==> config.mk <==
export PLATFORM = sky130hd
export DESIGN_NAME = vga_sync_800x600
export DESIGN_NICKNAME = d
export VERILOG_FILES = /design/src/rtl/vga_sync_800x600.sv
export SDC_FILE = /design/constraint.sdc
export NUM_CORES = 1
export LEC_CHECK = 0
export CAP_MARGIN = 15
export CELL_PAD_IN_SITES_DETAIL_PLACEMENT = 0
export CELL_PAD_IN_SITES_GLOBAL_PLACEMENT = 1
export CORE_ASPECT_RATIO = 0.5
export CORE_MARGIN = 2
export CORE_UTILIZATION = 37
export CTS_CLUSTER_DIAMETER = 30
export DETAILED_ROUTE_END_ITERATION = 16
export PLACE_DENSITY = 0.84
export SLEW_MARGIN = 10
export SYNTH_ARGS = -nofsm -noshare
export SYNTH_HDL_FRONTEND = slang
export SYNTH_SLANG_ARGS = --single-unit
export TNS_END_PERCENT = 1
==> constraint.sdc <==
create_clock -name clk_36MHz -period 3.11 [get_ports clk_36MHz]
set_input_delay 0.933 -clock clk_36MHz [delete_from_list [all_inputs] [get_ports clk_36MHz]]
set_output_delay 0.933 -clock clk_36MHz [all_outputs]
set_load 0.02 [all_outputs]
==> src/rtl/vga_sync_800x600.sv <==
// SVGA 800x600 @ 56.25 Hz raster timing generator on the 36 MHz pixel clock.
// Supplies registered syncs plus zero-latency pixel coordinates and frame markers to the renderer.
module vga_sync_800x600 #(
  parameter int   H_VISIBLE  = 800,
  parameter int   H_FRONT    = 24,
  parameter int   H_SYNC     = 72,
  parameter int   H_BACK     = 128,
  parameter int   V_VISIBLE  = 600,
  parameter int   V_FRONT    = 1,
  parameter int   V_SYNC     = 2,
  parameter int   V_BACK     = 22,
  parameter logic H_SYNC_POL = 1'b1,
  parameter logic V_SYNC_POL = 1'b1
) (
  input  logic        clk_36MHz,
  input  logic        reset,
  output logic        hsync,
  output logic        vsync,
  output logic [10:0] x_px,
  output logic [10:0] y_px,
  output logic        active_video,
  output logic        frame_start,
  output logic        vblank_start,
  output logic [7:0]  frame_count
);

  localparam int H_TOTAL = H_VISIBLE + H_FRONT + H_SYNC + H_BACK;
  localparam int V_TOTAL = V_VISIBLE + V_FRONT + V_SYNC + V_BACK;

  localparam logic [10:0] H_LAST       = 11'(H_TOTAL - 1);
  localparam logic [10:0] V_LAST       = 11'(V_TOTAL - 1);
  localparam logic [10:0] H_VIS_END    = 11'(H_VISIBLE);
  localparam logic [10:0] V_VIS_END    = 11'(V_VISIBLE);
  localparam logic [10:0] H_SYNC_START = 11'(H_VISIBLE + H_FRONT);
  localparam logic [10:0] H_SYNC_END   = 11'(H_VISIBLE + H_FRONT + H_SYNC);
  localparam logic [10:0] V_SYNC_START = 11'(V_VISIBLE + V_FRONT);
  localparam logic [10:0] V_SYNC_END   = 11'(V_VISIBLE + V_FRONT + V_SYNC);

  logic [10:0] x_r;
  logic [10:0] y_r;
  logic [7:0]  frame_count_r;
  logic        run_r;
  logic        hsync_r;
  logic        vsync_r;

  logic        x_last_s;
  logic        y_last_s;
  logic        hsync_win_s;
  logic        vsync_win_s;
  logic        active_s;
  logic        frame_start_s;
  logic        vblank_start_s;

  // Position decodes; everything is gated by run so an idle generator shows no markers.
  always_comb begin
    x_last_s       = (x_r == H_LAST);
    y_last_s       = (y_r == V_LAST);
    hsync_win_s    = run_r && (x_r >= H_SYNC_START) && (x_r < H_SYNC_END);
    vsync_win_s    = run_r && (y_r >= V_SYNC_START) && (y_r < V_SYNC_END);
    active_s       = run_r && (x_r < H_VIS_END) && (y_r < V_VIS_END);
    frame_start_s  = run_r && (x_r == 11'd0) && (y_r == 11'd0);
    vblank_start_s = run_r && (x_r == 11'd0) && (y_r == V_VIS_END);
  end

  // Raster counters: the first edge out of reset only arms run, so pixel (0,0) lasts one full cycle.
  always_ff @(posedge clk_36MHz) begin
    if (reset) begin
      x_r           <= 11'd0;
      y_r           <= 11'd0;
      run_r         <= 1'b0;
      frame_count_r <= 8'd0;
    end else if (!run_r) begin
      run_r <= 1'b1;
    end else if (x_last_s) begin
      x_r <= 11'd0;
      if (y_last_s) begin
        y_r           <= 11'd0;
        frame_count_r <= frame_count_r + 8'd1;
      end else begin
        y_r <= y_r + 11'd1;
      end
    end else begin
      x_r <= x_r + 11'd1;
    end
  end

  // Sync flops: one cycle behind the coordinates so the connector sees glitch-free edges.
  always_ff @(posedge clk_36MHz) begin
    if (reset) begin
      hsync_r <= ~H_SYNC_POL;
      vsync_r <= ~V_SYNC_POL;
    end else begin
      hsync_r <= hsync_win_s ? H_SYNC_POL : ~H_SYNC_POL;
      vsync_r <= vsync_win_s ? V_SYNC_POL : ~V_SYNC_POL;
    end
  end

  assign hsync        = hsync_r;
  assign vsync        = vsync_r;
  assign x_px         = x_r;
  assign y_px         = y_r;
  assign frame_count  = frame_count_r;
  assign active_video = active_s;
  assign frame_start  = frame_start_s;
  assign vblank_start = vblank_start_s;

endmodule

==> impl_metrics.ini <==
[die]
num_rows = 17
die_x_um = 99.4
io_pins = 37
core_area_mm2 = 0.00438
start_util = 0.384
die-area_mm2 = 0.00514
fp.dieH_um = 51.7

[clock_tree]
hold_buffers = 0
insertion_delay_ns = 0.29
cts_inserted_buffers = 5
cts_max_level = 2
cts_root_buf = clkbuf_8
clockBufferDepth = 2
clk_pin_slew_worst_paths_ns = 0.07
cts_sinks = 33
cts_tree = yes

[yosys]
synth-xor-area-share = 0.0468
synth.yosys.seq_area_share = 0.392
yosysMostFrequentCell = dfxtp_1
netlist_top_cells_area = dfxtp_1 (39%), a21oi_1 (5.9%), ha_1 (4.5%)
synth-seq-cells = 33
ys.flop_type = dfxtp_1
synth_top_family_by_area = simple AND/OR/NAND/NOR gates
synth_edf_count = 0
syn_avg_cell_area_um2 = 8.30
synth.top_cell.area_share = 0.392
synth_compound_area_frac = 0.145
synth.area.mux_share = 0
synth_common_cells = dfxtp_1 (33), a21oi_1 (20), nand3_1 (13)
syn-num-nets = 211
netlist_instances = 203
yosys.area_share.simple = 0.328
yosys.area_share.adder = 0.0446
yosysTopAreaCell = dfxtp_1
yosysUniqueCellTypes = 36
syn_area_mm2 = 0.00168
async_reset_ff_frac = 0
yosysWarnings = 0

[cells_and_area]
drive_above_1_share = 0.0813
multi_input_area_um2 = 950
area_growth_pct = 31.9
postLayoutCellArea_mm2 = 0.00222
final_nets = 253
fill_cells = 425
instances_no_fill = 303
seqCellArea_um2 = 662
n_antenna_cell = 0

[min_path]
hold_class = reg2reg

[setup_path]
critPathTopFamily = simple AND/OR/NAND/NOR gates
path_cells = nand3b_1 > or4b_2 > nor4b_1 > dlygate4sd2_1
crit_path_max_fanout = 9
critical_path_buf_inv_count = 1
slowest_delay_ns = 0.65
cp-end-kind = primary output
worst_setup_path_start_kind = flop
worstSetupPathType = reg2out
slowest_stage = or4b_2
required_ns = 2.18
worstPathArrival_ns = 2.03

[timing]
period_share = 0.954
rsz0062_at_grt = no
skew_ns = 0.00756
hold_viol_final = 0
setup_tns_ns = 0
max_slew_margin = 0.481
clock.fmax_mhz = 337
slew_violations = 0
setup_viol = 0
worst_pin_slew_ns = 0.772
fin_crit_ns = 2.97

[global_route]
grt_antenna_before_repair = 0
grt_pass1_wl_um = 7020
grt-ovfl-total = 0
grt_max_degree = 19
grt_pass1_vias = 1457
track_usage = 0.175

[route]
ant_nets = 0
vias = 1655
drc_errors = 0
drtIter0Drc = 71
wl_um = 4300
post_drt_via_cell_ratio = 5.46
wire_per_inst_um = 14.2
dr.pass1.iters = 4

[power]
power.total_w = 0.000778
max-vdd-ir-drop_v = 0.000173
power_density_mw_per_mm2 = 350
p_leak_nw = 0.744

[placed_design]
dp.cells = 295
place.gp.congestion = 0.816
place_hpwl_um = 3060
portBuffers = 36
place_area_mm2 = 0.00214

[flow_run]
drv_cap = 0

[outcome]
status = finished, final reports clean
[final timing paths]
path	slack, ns	cells past startpoint	from	to
setup / recovery	0.14	4	y_px[5]	active_video
hold / removal	0.47	2	frame_count[7]	frame_count[7]
setup reg to reg	0.63	4	y_px[7]	frame_count[7]
hold reg to reg	0.47	2	frame_count[7]	frame_count[7]
[placed cells by master (no fill, tap or decap), types with 9 or more instances in the layout]
cell type,count
nand4_1,9
a21oi_1,20
nand3_1,13
buf_4,9
clkdlybuf4s50_1,33
dfxtp_1,32
nor3_1,10
or3_1,11
nand2_1,12
inv_1,9
or4_1,10
o21ai_0,10
[layer usage]
metal	GRT usage	vias to the layer above	part of all wire	routed length [um]
met5	0	-	0	0
met3	0.0444	2	0.067	286
li1	-	838	-	-
met2	0.273	56	0.45	1920
met1	0.241	759	0.49	2090
met4	0.0548	0	0.0019	8
[metrics by stage]
step,setup slack (ns),hold WS (ns),utilization
2_1_floorplan,0.476,0.532,-
3_3_place_gp,0.285,0.462,0.489
3_5_place_dp,0.193,0.465,0.489
4_1_cts,0.143,0.474,0.507
5_1_grt,0.0265,0.494,0.507
6_report,0.143,0.473,0.507
[kinds of logic (layout without fill, tap and decap cells)]
logic type	after synthesis	after routing
buffers and inverters	19	62
AOI/OAI and AO/OA	42	42
xor gates and xnor gates	9	9
adders and majority gates	6	6
DFF	33	33
and+or+nand+nor	94	94
[timing repair]
item                                    CTS  global route
endpoints found under the setup margin    3             0
resized for setup                         4             0
setup buffers                             0             0
[worst reg2reg max path, stage by stage (launching register included)]
cell	delay, ns
dfxtp_1	0.38
or4_4	0.51
or4_1	0.76
or4_1	0.60
a21oi_1	0.14
[where the power goes]
group | internal (W) | total, W | switching [W]
Clock | 0.000159 | 0.000313 | 0.000154
Sequential | 0.000425 | 0.000428 | 0.00000289
Combinational | 0.0000147 | 0.0000372 | 0.0000226
[state kept, by name (all words and copies together), names as in the netlist]
| name | count |
|---|---|
| x_px | 11 |
| run_r | 1 |
| hsync | 1 |
| frame_count | 8 |
| vsync | 1 |
| y_px | 11 |
[layout make-up]
| type | instances | share of cell area |
|---|---|---|
| Multi-Input combinational cell | 151 | 0.428 |
| Sequential cell | 33 | 0.298 |
| Timing Repair Buffer | 45 | 0.191 |
| Clock buffer | 8 | 0.0361 |
| Tap cell | 57 | 0.0321 |
| Inverter | 9 | 0.0152 |
Power figures use the tool's default switching activity.
